<file path="src/rtl/te_window_ctrl.sv">
// -----------------------------------------------------------------------------
// te_window_ctrl
//
// Sequencer for the 3x3 transmission-estimation filter datapath (mean filter
// and edge-directed filter). It accepts a raster pixel stream, tracks the
// column/row position, drives the line-buffer / window shift enable, flags
// when the window registers hold a full 3x3 neighbourhood, and carries that
// flag through the fixed-latency filter pipeline. The delayed flag becomes
// out_valid, out_last and the end-of-frame pulse.
//
// Handshake: a pixel is transferred in every cycle where in_valid and
// in_ready are both high (lb_shift_en = in_valid & in_ready). in_valid may
// be raised or dropped at any time; in_ready is high only in RUN and does not
// depend on in_valid. Nothing downstream can stall: out_valid is a pure
// delay of win_valid.
//
// Optional feature (macro TE_WINDOW_ERR_EN): when defined, err is a sticky
// flag set by a start pulse while busy, or by in_valid in FLUSH or DONE. It
// clears only on rst. When undefined, err is tied low.
//
// Parameters:
//   IMG_WIDTH   pixels per line (>=3)
//   IMG_HEIGHT  lines per frame (>=3)
//   PIPE_LAT    filter datapath latency, window-valid to result (>=1)
//
// Ports:
//   clk          system clock, rising edge
//   rst          asynchronous, active-high reset
//   start        one-cycle pulse; begins a frame when idle
//   in_valid     upstream pixel valid
//   in_ready     controller can accept a pixel (high only in RUN)
//   lb_shift_en  in_valid & in_ready; shifts line buffers and window
//   win_valid    registered; window holds a full 3x3 neighbourhood
//   out_valid    filter result valid (win_valid delayed PIPE_LAT)
//   out_last     marks the final out_valid of the frame
//   frame_done   one-cycle pulse after the frame has drained
//   busy         high in any state except IDLE
//   err          sticky error flag (optional feature)
//   dbg_state    current FSM state (0 IDLE, 1 RUN, 2 FLUSH, 3 DONE)
// -----------------------------------------------------------------------------
module te_window_ctrl #(
    parameter int IMG_WIDTH  = 512,
    parameter int IMG_HEIGHT = 512,
    parameter int PIPE_LAT   = 1
) (
    input  logic       clk,
    input  logic       rst,
    input  logic       start,
    input  logic       in_valid,
    output logic       in_ready,
    output logic       lb_shift_en,
    output logic       win_valid,
    output logic       out_valid,
    output logic       out_last,
    output logic       frame_done,
    output logic       busy,
    output logic       err,
    output logic [1:0] dbg_state
);

    localparam int COL_W = $clog2(IMG_WIDTH);
    localparam int ROW_W = $clog2(IMG_HEIGHT);
    // Wide enough to hold the value PIPE_LAT.
    localparam int DRN_W = $clog2(PIPE_LAT + 1) + 1;

    localparam logic [COL_W-1:0] COL_LAST = COL_W'(IMG_WIDTH - 1);
    localparam logic [ROW_W-1:0] ROW_LAST = ROW_W'(IMG_HEIGHT - 1);
    localparam logic [COL_W-1:0] COL_TWO  = COL_W'(2);
    localparam logic [ROW_W-1:0] ROW_TWO  = ROW_W'(2);
    localparam logic [DRN_W-1:0] DRN_LAST = DRN_W'(PIPE_LAT);

    typedef enum logic [1:0] {
        S_IDLE  = 2'd0,
        S_RUN   = 2'd1,
        S_FLUSH = 2'd2,
        S_DONE  = 2'd3
    } state_t;

    state_t state;
    state_t next_state;

    logic [COL_W-1:0] col;
    logic [ROW_W-1:0] row;
    logic [DRN_W-1:0] drain;

    logic accept;
    logic last_pix;
    logic frame_start;

    // Delay lines for the window-valid flag and the last-window marker.
    logic [PIPE_LAT-1:0] valid_dly;
    logic [PIPE_LAT-1:0] last_dly;
    logic                win_last;

    // accept is derived from the state directly rather than from in_ready so
    // that no combinational path runs through the output port.
    assign accept      = in_valid & (state == S_RUN);
    assign last_pix    = (col == COL_LAST) & (row == ROW_LAST);
    assign frame_start = start & (state == S_IDLE);
    assign lb_shift_en = accept;
    assign dbg_state   = state;

    // ------------------------------------------------------------------
    // FSM state register
    // ------------------------------------------------------------------
    always_ff @(posedge clk or posedge rst) begin
        if (rst) begin
            state <= S_IDLE;
        end else begin
            state <= next_state;
        end
    end

    // ------------------------------------------------------------------
    // FSM next state and Moore outputs
    // ------------------------------------------------------------------
    always_comb begin
        next_state = state;
        in_ready   = 1'b0;
        busy       = 1'b1;
        frame_done = 1'b0;
        case (state)
            S_IDLE: begin
                busy = 1'b0;
                if (start) begin
                    next_state = S_RUN;
                end
            end
            S_RUN: begin
                in_ready = 1'b1;
                if (accept && last_pix) begin
                    next_state = S_FLUSH;
                end
            end
            S_FLUSH: begin
                // PIPE_LAT+1 cycles: one for win_valid to register, then
                // PIPE_LAT for it to reach out_valid.
                if (drain == DRN_LAST) begin
                    next_state = S_DONE;
                end
            end
            S_DONE: begin
                frame_done = 1'b1;
                next_state = S_IDLE;
            end
            default: begin
                next_state = S_IDLE;
            end
        endcase
    end

    // ------------------------------------------------------------------
    // Column / row position of the next pixel to be accepted
    // ------------------------------------------------------------------
    always_ff @(posedge clk or posedge rst) begin
        if (rst) begin
            col <= '0;
            row <= '0;
        end else if (frame_start) begin
            col <= '0;
            row <= '0;
        end else if (accept) begin
            if (col == COL_LAST) begin
                col <= '0;
                // Wrap the row on the final pixel so the counter never
                // holds an out-of-frame value.
                if (row == ROW_LAST) begin
                    row <= '0;
                end else begin
                    row <= row + 1'b1;
                end
            end else begin
                col <= col + 1'b1;
            end
        end
    end

    // ------------------------------------------------------------------
    // Drain counter, active only in FLUSH
    // ------------------------------------------------------------------
    always_ff @(posedge clk or posedge rst) begin
        if (rst) begin
            drain <= '0;
        end else if (state == S_FLUSH) begin
            drain <= drain + 1'b1;
        end else begin
            drain <= '0;
        end
    end

    // ------------------------------------------------------------------
    // Window-valid flag. Uses the pre-increment position: once the pixel at
    // (row, col) with row>=2 and col>=2 has shifted in, the window is
    // centred on (row-1, col-1).
    // ------------------------------------------------------------------
    always_ff @(posedge clk or posedge rst) begin
        if (rst) begin
            win_valid <= 1'b0;
            win_last  <= 1'b0;
        end else begin
            win_valid <= accept & (row >= ROW_TWO) & (col >= COL_TWO);
            win_last  <= accept & last_pix;
        end
    end

    // ------------------------------------------------------------------
    // Pipeline tracking. The filter datapath has no enable, so these delay
    // lines shift every cycle.
    // ------------------------------------------------------------------
    always_ff @(posedge clk or posedge rst) begin
        if (rst) begin
            valid_dly <= '0;
            last_dly  <= '0;
        end else begin
            valid_dly[0] <= win_valid;
            last_dly[0]  <= win_last;
            for (int i = 1; i < PIPE_LAT; i++) begin
                valid_dly[i] <= valid_dly[i-1];
                last_dly[i]  <= last_dly[i-1];
            end
        end
    end

    assign out_valid = valid_dly[PIPE_LAT-1];
    assign out_last  = last_dly[PIPE_LAT-1];

    // ------------------------------------------------------------------
    // Sticky error flag
    // ------------------------------------------------------------------
`ifdef TE_WINDOW_ERR_EN
    logic err_q;

    always_ff @(posedge clk or posedge rst) begin
        if (rst) begin
            err_q <= 1'b0;
        end else if ((start && busy) ||
                     (in_valid && ((state == S_FLUSH) || (state == S_DONE)))) begin
            err_q <= 1'b1;
        end
    end

    assign err = err_q;
`else
    assign err = 1'b0;
`endif

endmodule

</file>
<file path="config.mk">
export PLATFORM = sky130hd
export DESIGN_NAME = te_window_ctrl
export DESIGN_NICKNAME = d
export VERILOG_FILES = /design/src/rtl/te_window_ctrl.sv
export SDC_FILE = /design/constraint.sdc
export NUM_CORES = 1
export LEC_CHECK = 0
export ABC_AREA = 1
export CELL_PAD_IN_SITES_DETAIL_PLACEMENT = 1
export CELL_PAD_IN_SITES_GLOBAL_PLACEMENT = 1
export CORE_MARGIN = 2
export CORE_UTILIZATION = 40
export CTS_BUF_LIST = sky130_fd_sc_hd__clkbuf_4
export CTS_CLUSTER_DIAMETER = 50
export DETAILED_ROUTE_END_ITERATION = 16
export PLACE_DENSITY = 0.78
export SYNTH_ARGS = -nofsm -noshare
export SYNTH_HDL_FRONTEND = slang
export SYNTH_SLANG_ARGS = --single-unit
</file>
<file path="constraint.sdc">
create_clock -name clk -period 2.3 [get_ports clk]
set_input_delay 0.345 -clock clk [delete_from_list [all_inputs] [get_ports clk]]
set_output_delay 0.345 -clock clk [all_outputs]
set_load 0.05 [all_outputs]
</file>
==> results.md, run 1 <==
* R2R depth at 9
* Post-synthesis sequential area ratio at 43.6%
* Power Dens Cells at 1150 mW/mm^2
* Leakage power at 0.882 nW
* Post-Synth Simple-Gate Area at 29.1%
* Worst Max-Slew Pin Slew at 0.508 ns
* Nets at 224
* Post-CTS sizing at 2
* Gate power share at 51.5%
* Reg2reg setup slack at 0.22 ns
* DRC Markers at 0
* Ant diodes at 0
* Die area at 0.00424 sq mm
* Initial Util at 41.1%
* Congestion Overflow GR at 0
* VDD IR max at 0.572 mV
* Post-Route WL at 3.42 mm
* Die height at 65.1 um
* Max layer used: met4
* Final setup violation count at 0
* Vias in the first global route at 1348
* Dpl hpwl at 2.68 mm
* DP Worst Slack at 0.248 ns
* Largest net degree at the start of global routing at 18
* Slew Limit Fails at 0
* Post-route ant nets at 0
* Synthesis-to-finish area growth at 12.8%
* Worst clock skew at 0.00931 ns
* Outcome: finished clean
* Hold Violations, Final at 0
* Syn Nets at 209
* Total number of vias at 1286
* Number of flops mapped to enable cells by yosys at 0
* RR Endpoint: row[5]
* Pre-antenna DRT Iters at 4
* Maxcap violations at 0
* Critical Path RT at 1.96 ns
* Clock power frac at 10.7%
* Top-area cell type share of the netlist area at 43.6%
* Worst r2r src: col[1]
* Clock Sinks at 26
* Worst Setup Start Kind: register
* Combinational family with the most area after synthesis: simple AND/OR/NAND/NOR gates
* Post-synthesis xor/xnor area fraction at 0%
* DR vias/cell at 5.06
* Crit path time final at 2.12 ns
* Die Wd at 65.1 um
* Avg Inst Size Synth at 7.74 sq um
* Clock Latency Late Sink at 0.34 ns
* First-pass GRT wire length at 6.02 mm
* Critical Path End Type: output port
* Routed len/inst at 13.5 um
* Post-CTS Setup Bufs at 0
* CP Max Fanout at 5
* IO buf count at 12
* H-tree depth at 1
* Core box area at 0.00363 sq mm
* Synth Area in Compound Gates at 6.70%
* Relative slew slack at 66.0%
* Net Sw Power at 0.954 mW
* CTS tree: yes
* Most common cell after layout, fill and taps aside: nand2_1
* Antenna violations before repair at 0
* Top cells by area, synth: dfrtp_1 (44%), nand2_1 (12%), ha_1 (10%)
* Crit path launch: dbg_state[0]
* YS warnings at 0
* Setup TNS at 0 ns
* Switching share of power at 49.4%
* Routed wl met3 at 99 um
* Hold-fix buffers at CTS at 0
* CP Capture Point: frame_done
* HP Class: in -> async
* Synth Flop Type: dfrtp_1
* Cell Rows at 22
* Sequential power share at 37.8%
* Mapped Area at 0.00149 sq mm
* Seq cells post-synth at 26
* Met2 WL at 1.75 mm
* Clk root buf: clkbuf_4
* Routability-driven placement congestion ratio at 0.857
* Total CTS buffers at 3
* Count of fill cells added during filler insertion at 498
* Post-synth ARST share at 100%
* Int Pwr at 0.976 mW
* Synth area leader: dfrtp_1
* Final period utilization at 92.0%
* Most frequent cells in the layout: nand2_1 (46), inv_1 (33), dfrtp_1 (26)
* Clock-pin slew on the worst setup and hold paths at 0.15 ns
* DRT iter0 DRCs at 53
* Gate Count Post-Synth at 193
* Worst setup margin at 0.183 ns
* Mux contribution to synthesized area at 0%
* Top-Level Pins at 14
* Fraction of final layout cells sized beyond drive strength 1 at 5.83%
* RSZ-0062 raised after global routing: no
* Arr. time, crit path at 1.77 ns
* Adder-cell share of the synthesized area at 10.1%
* DRT met1 WL at 1.48 mm
* GR Util All Layers at 18.6%
* Clock Tree Buf Depth at 2
* Yosys cell types at 24
* FMAX at 472 MHz
* CP Class: reg -> out
-- per-stage QoR --
stage                     instances  util [%]  hold WS (ns)  instance area, sq um  total power, mW
after floorplan                 193         -         0.331                  1490             1.46
after global placement          251      45.8         0.337                  1670             1.70
after detailed placement        251      45.8         0.352                  1670             1.76
after CTS                       254      46.4         0.258                  1690             1.96
after global routing            254      46.4         0.269                  1690             2.11
final                           254      46.4         0.254                  1690             1.93
-- per-layer routing --
metal	vias to the layer above	global-route usage [%]
met5	-	0
met4	0	8.85
met3	7	2.74
met2	23	33.1
met1	628	22.0
li1	628	-
-- power groups by stage --
stage | combinational (mW) | sequential [mW] | clock (mW)
floorplan | 0.658 | 0.805 | 0
global placement | 0.974 | 0.724 | 0
detailed placement | 1.02 | 0.741 | 0
CTS | 1.01 | 0.732 | 0.223
global route | 1.12 | 0.756 | 0.231
finish | 0.993 | 0.730 | 0.207
-- cell type report --
type | instances | area, sq um | area share, %
Tap cell | 48 | 60.1 | 3.56
Inverter | 34 | 128 | 7.57
Timing Repair Buffer | 13 | 135 | 8.02
Multi-Input combinational cell | 130 | 689 | 40.9
Sequential cell | 26 | 651 | 38.6
Clock buffer | 3 | 22.5 | 1.34
-- kinds of logic (layout without fill, tap and decap cells) --
logic type,count (synthesis),after routing
compound gates,18,18
fa+ha+maj,12,12
buf+inv,37,50
flops,26,26
other cells,1,1
simple gates,99,99
-- flip-flops by register name, summed over array words and instances, names as in the netlist --
name       flops
dbg_state      2
win_last       1
drain          2
out_valid      1
win_valid      1
row            9
col            9
out_last       1
-- worst min-delay path by stage --
stage          cells past startpoint  slack, ns     start  endpoint
4_1_cts                            2       0.26       rst    col[1]
2_1_floorplan                      0       0.33  win_last  out_last
3_3_place_gp                       0       0.34  win_last  out_last
5_1_grt                            2       0.27       rst  drain[1]
3_5_place_dp                       0       0.35  win_last  out_last
6_report                           2       0.25       rst    col[1]
-- Yosys cell counts, types with 3 or more instances --
cell type,instances
nor2_1,22
nand3_1,15
o21ai_0,10
nand2_1,46
dfrtp_1,26
nand3b_1,3
nand4_1,3
ha_1,12
inv_1,33
a21oi_1,4
nand2_2,3
-- critical path, stage by stage, from the launching register on --
cell and delay, ns:
dfrtp_1 0.46, ha_1 0.18, clkdlybuf4s50_1 0.80
Power figures use the tool's default switching activity.
==> inputs of run 2 (changes only) <==
==> config.mk (replaced) <==
export PLATFORM = sky130hd
export DESIGN_NAME = te_window_ctrl
export DESIGN_NICKNAME = d
export VERILOG_FILES = /design/src/rtl/te_window_ctrl.sv
export SDC_FILE = /design/constraint.sdc
export NUM_CORES = 1
export LEC_CHECK = 0
export ABC_AREA = 1
export CELL_PAD_IN_SITES_DETAIL_PLACEMENT = 0
export CELL_PAD_IN_SITES_GLOBAL_PLACEMENT = 2
export CORE_ASPECT_RATIO = 0.7
export CORE_MARGIN = 2
export CORE_UTILIZATION = 34
export CTS_BUF_LIST = sky130_fd_sc_hd__clkbuf_4
export CTS_CLUSTER_DIAMETER = 50
export DETAILED_ROUTE_END_ITERATION = 16
export PLACE_DENSITY = 0.82
export SYNTH_ARGS = -nofsm -noshare
export SYNTH_HDL_FRONTEND = slang
export SYNTH_SLANG_ARGS = --single-unit
==> run 2 against run 1 <==
  * Worst hold slack gained 0.10 ns
  * Non-clock buffer count unchanged
  * Core utilization down 6.1 points
  * Critical path depth did not move
  * Clock-buffer cell count stayed put
  * Worst setup slack better by 0.037 ns
  * Sequential cell count did not move
  * Clock skew increased by 0.0032 ns
  * Sequential share of layout area decreased by 0.87 points
  * Combinational power is 2% lower
  * Cell area increased by 2.3%
==> results.md, run 2 (synthesized netlist as in run 1, its figures left out) <==
* Outcome: finished clean
* Most frequent cells in the layout: nand2_1 (46), inv_1 (33), dfrtp_1 (26)
* Total CTS buffers at 3 (unchanged)
* Clock Latency Late Sink at 0.33 ns (about the same)
* Hold_ws at 0.359 ns (+0.105 ns)
* WP buf/inv at 1 (unchanged)
* Top-Level Pins at 14 (unchanged)
* Total number of vias at 1183 (-8.0%)
* Final setup violation count at 0 (unchanged)
* Clock Tree Buf Depth at 2 (unchanged)
* Post-CTS sizing at 2 (unchanged)
* Critical Path End Type: output port
* Routed len/inst at 11.1 um (-18%)
* Clk root buf: clkbuf_4
* RSZ-0062 raised after global routing: no
* Final period utilization at 90.4% (-1.6 points)
* Crit path launch: dbg_state[1]
* Worst clock skew at 0.0125 ns (+0.00321 ns)
* Hold Violations, Final at 0 (unchanged)
* Slowest Stage Delay on Critical Path at 0.79 ns (about the same)
* Maxcap violations at 0 (unchanged)
* IO buf count at 12 (unchanged)
* Initial Util at 34.9% (-6.2 points)
* VDD IR max at 0.474 mV (-17%)
* Power Dens Cells at 1170 mW/mm^2 (+1.7%)
* Post-Route WL at 2.90 mm (-15%)
* Arr. time, crit path at 1.73 ns (-0.04 ns)
* DRC Markers at 0 (unchanged)
* Design Area, Final at 0.00172 sq mm (+2.3%)
* Final core occ at 40.3% (-6.1 points)
* DR vias/cell at 4.52 (-11%)
* Biggest regs: col x9, row x9
* Cell chain of the critical path: ha_1 -> clkdlybuf4s50_1
* Synthesis-to-finish area growth at 15.4%
* Worst r2r src: row[3]
* CTS tree: yes
* Post-route ant nets at 0 (unchanged)
* FMAX at 481 MHz (+1.8%)
* Most common cell after layout, fill and taps aside: nand2_1
* GR Util All Layers at 13.4% (-5.2 points)
* Vias in the first global route at 1149 (-15%)
* Hold-fix buffers at CTS at 0 (unchanged)
* CP Capture Point: frame_done
* CP Max Fanout at 5 (unchanged)
* Ant diodes at 0 (unchanged)
* HP Class: in -> async
* Critical path depth at 2 (unchanged)
* DRT iter0 DRCs at 51 (-3.8%)
* H-tree depth at 1 (unchanged)
* Nets at 224 (unchanged)
* Pre-antenna DRT Iters at 4 (unchanged)
* Setup TNS at 0 ns (unchanged)
* R2R depth at 12 (+3)
* Antenna violations before repair at 0 (unchanged)
* Leakage power at 0.896 nW (+1.6%)
* Routability-driven placement congestion ratio at 0.859 (+0.22%)
* Clock Sinks at 26 (unchanged)
* Area post-placement at 0.00167 sq mm (+0.53%)
* Top delay family on crit path: buffers and inverters
* Critical-path top delay cell: clkdlybuf4s50_1
* Worst Setup Start Kind: register
* Crit path time final at 2.08 ns (-0.0371 ns)
* Fraction of final layout cells sized beyond drive strength 1 at 6.28% (+0.45 points)
* Count of fill cells added during filler insertion at 432 (-13%)
* Dpl hpwl at 2.26 mm (-16%)
* Reg2reg setup slack at 0.24 ns (+0.02 ns)
* Die height at 59.5 um (-8.7%)
* Die Wd at 83.2 um (+28%)
* Cell Rows at 20 (-9.1%)
* Clock-pin slew on the worst setup and hold paths at 0.16 ns (about the same)
* Die area at 0.00495 sq mm (+17%)
* Core box area at 0.00428 sq mm (+18%)
* First-pass GRT wire length at 5.29 mm (-12%)
* Post-CTS Setup Bufs at 0 (unchanged)
* Critical Path RT at 1.96 ns (about the same)
* Slew Limit Fails at 0 (unchanged)
* CP Class: reg -> out
* Largest net degree at the start of global routing at 27 (+9)
* RR Endpoint: row[4]
* Congestion Overflow GR at 0 (unchanged)
run 2: changes by cell type in the layout (fill, tap and decap cells not counted):
cell / previous run / this run
bufinv_16: 0 / 1
run 2: worst register-to-register path, cell delays in order (launching register included):
cell and delay, ns:
dfrtp_1 0.45, nand2_1 0.11, nor2_1 0.17, inv_1 0.08, nor4_1 0.30, ha_1 0.22
inv_1 0.06, nand2_1 0.14, inv_1 0.11, a21oi_1 0.19, nand2_1 0.08, nand2_1 0.06
inv_1 0.04
run 2: metrics by stage:
| stage | setup WS [ns] | power, mW | cells |
|---|---|---|---|
| after floorplan | 0.117 | 1.46 | 193 |
| final | 0.220 | 2.01 | 262 |
| after CTS | 0.201 | 2.03 | 262 |
| after global placement | 0.315 | 1.72 | 258 |
| after detailed placement | 0.281 | 1.73 | 258 |
| after global routing | 0.0454 | 2.20 | 262 |
run 2: worst min path at each step:
stage	startpoint	end	slack, ns
3_3_place_gp	win_last	out_last	0.33
2_1_floorplan	win_last	out_last	0.33
4_1_cts	rst	dbg_state[1]	0.36
6_report	rst	row[8]	0.36
5_1_grt	rst	row[8]	0.39
3_5_place_dp	win_last	out_last	0.34
run 2: per-layer routing:
layer / vias to the layer above / global-route usage [%] / wire (um)
li1: 636 / - / -
met1: 518 / 18.3 / 1600
met2: 27 / 21.4 / 1150
met3: 2 / 4.04 / 129
met4: 0 / 2.58 / 21
met5: - / 0 / 0
run 2: area by class of cell:
class | instances | area, sq um | area share, %
clock inverter | 1 | 30.0 | 1.74
clock buffer | 3 | 22.5 | 1.31
sequential | 26 | 651 | 37.7
timing repair buffer | 13 | 135 | 7.84
inverter | 34 | 128 | 7.40
multi-input combinational | 130 | 689 | 40.0
tap | 55 | 68.8 | 3.99
run 2: where the power goes:
part / total (mW) / internal [mW] / switching (mW)
combinational: 0.973 / 0.310 / 0.663
sequential: 0.717 / 0.602 / 0.115
clock: 0.320 / 0.176 / 0.143
==> inputs of run 3 (changes only) <==
==> constraint.sdc (replaced) <==
create_clock -name clk -period 2.3 [get_ports clk]
set_input_delay 0.69 -clock clk [delete_from_list [all_inputs] [get_ports clk]]
set_output_delay 0.69 -clock clk [all_outputs]
set_load 0.05 [all_outputs]
==> run 3 against run 2 <==
  * Sequential cell count is the same
  * Die area is the same
  * Clock power about the same
  * Combinational power is 12% higher
  * Cell area increased by 4.9%
  * Worst setup slack lost 0.15 ns
  * Core utilization up 2.0 points
  * Non-clock buffer count up 5
==> results.md, run 3 (synthesized netlist as in run 1, its figures left out) <==
* Clk root buf: clkbuf_4
* Critical Path End Type: output port
* Die Wd at 83.2 um (unchanged)
* DRC Markers at 0 (unchanged)
* Arr. time, crit path at 1.54 ns (-0.19 ns)
* Biggest regs: col x9, row x9
* Routed len/inst at 11.3 um (+2.5%)
* CP Max Fanout at 2 (-3)
* Worst clock skew at 0.0130 ns (+0.000451 ns)
* Critical Path RT at 1.61 ns (-0.35 ns)
* DRT iter0 DRCs at 41 (-20%)
* Fraction of final layout cells sized beyond drive strength 1 at 12.7% (+6.5 points)
* Slew Limit Fails at 0 (unchanged)
* Power Dens Cells at 1180 mW/mm^2 (+0.99%)
* IO buf count at 12 (unchanged)
* HP Class: reg -> reg
* Dpl hpwl at 2.40 mm (+6.0%)
* Most common cell after layout, fill and taps aside: nand2_1
* GR Util All Layers at 13.8% (+0.44 points)
* Cell Rows at 20 (unchanged)
* Placed Cells at 262 (+1.6%)
* Count of fill cells added during filler insertion at 425 (-1.6%)
* Hold_ws at 0.368 ns (+0.00882 ns)
* H-tree depth at 1 (unchanged)
* Nets at 229 (+2.2%)
* Crit path time final at 2.23 ns (+0.148 ns)
* Initial Util at 34.9% (unchanged)
* Largest net degree at the start of global routing at 20 (-26%)
* Hold-fix buffers at CTS at 0 (unchanged)
* Routability-driven placement congestion ratio at 0.847 (-1.3%)
* Most frequent cells in the layout: nand2_1 (45), inv_1 (32), dfrtp_1 (24)
* Synthesis-to-finish area growth at 21.1%
* DR vias/cell at 4.64 (+2.8%)
* Clock Sinks at 26 (unchanged)
* Outcome: finished clean
* FMAX at 449 MHz (-6.6%)
* Worst Setup Start Kind: primary input
* Maxcap violations at 0 (unchanged)
* Pre-antenna DRT Iters at 4 (unchanged)
* Core box area at 0.00428 sq mm (unchanged)
* Top-Level Pins at 14 (unchanged)
* First-pass GRT wire length at 5.40 mm (+2.2%)
* Post-route ant nets at 0 (unchanged)
* VDD IR max at 0.551 mV (+16%)
* Final core occ at 42.3% (+2.0 points)
* Die height at 59.5 um (unchanged)
* Final setup violation count at 0 (unchanged)
* Ant diodes at 0 (unchanged)
* Leakage power at 0.926 nW (+3.3%)
* Final period utilization at 96.8% (+6.4 points)
* RSZ-0062 raised after global routing: no
* CP Class: in -> out
* Slowest Stage Delay on Critical Path at 0.43 ns (-0.36 ns)
* Setup TNS at 0 ns (unchanged)
* Total number of vias at 1239 (+4.7%)
* Post-Route WL at 3.03 mm (+4.4%)
* Final std cells w/o fill at 267 (+1.9%)
* Vias in the first global route at 1197 (+4.2%)
* Antenna violations before repair at 0 (unchanged)
* Cell chain of the critical path: clkdlybuf4s50_1 -> nand2_1 -> clkinvlp_4 -> buf_12
* Critical-path top delay cell: clkdlybuf4s50_1
* Die area at 0.00495 sq mm (unchanged)
* Clock Tree Buf Depth at 2 (unchanged)
* CTS tree: yes
* Clock-pin slew on the worst setup and hold paths at 0.15 ns (about the same)
* Hold Violations, Final at 0 (unchanged)
* Total CTS buffers at 3 (unchanged)
* Clock Latency Late Sink at 0.33 ns (about the same)
* Congestion Overflow GR at 0 (unchanged)
-- run 3: cell type report --
cell class	count	area [sq um]	share of cell area [%]
Multi-Input combinational cell	130	701	38.7
Sequential cell	26	653	36.1
Timing Repair Buffer	18	203	11.2
Inverter	34	131	7.26
Tap cell	55	68.8	3.80
Clock inverter	1	30.0	1.66
Clock buffer	3	22.5	1.24
-- run 3: final timing paths --
path / start / to / slack (ns) / cells after the start
worst max-delay path: in_valid / lb_shift_en / 0.07 / 4
max in group asynchronous: rst / col[8] / 1.27 / 3
worst min register to register: win_last / out_last / 0.37 / 0
worst max register to register: col[1] / row[4] / 0.31 / 11
worst min-delay path: win_last / out_last / 0.37 / 0
min in group asynchronous: rst / drain[1] / 0.60 / 2
-- run 3: critical path: cells and delay by family --
kind	cells	cell delay (ns)
buffers and inverters	3	0.72
AND/OR/NAND/NOR	1	0.14
-- run 3: layer usage --
layer  track usage, %  up-vias  routed length (um)
met3             3.90        2                 116
met4             2.11        0                  21
met2             23.0       22                1370
met1             18.6      570                1530
met5                0        -                   0
li1                 -      645                   -
-- run 3: report_power, final --
| part | internal (mW) | switching [mW] |
|---|---|---|
| combinational | 0.398 | 0.692 |
| clock | 0.176 | 0.141 |
| sequential | 0.605 | 0.116 |
| total | 1.18 | 0.949 |
-- run 3: stage by stage --
step / setup slack (ns) / cell area, sq um / power [mW]
after global placement: 0.0860 / 1740 / 1.81
final: 0.0726 / 1810 / 2.13
after global routing: 0.0159 / 1810 / 2.32
after CTS: 0.0562 / 1790 / 2.15
after detailed placement: 0.0617 / 1740 / 1.83
after floorplan: 0.157 / 1500 / 1.47
-- run 3: what timing repair did --
item | CTS | global route
gates resized for setup | 2 | 2
buffers inserted | 0 | 1
setup endpoints to repair | 2 | 3
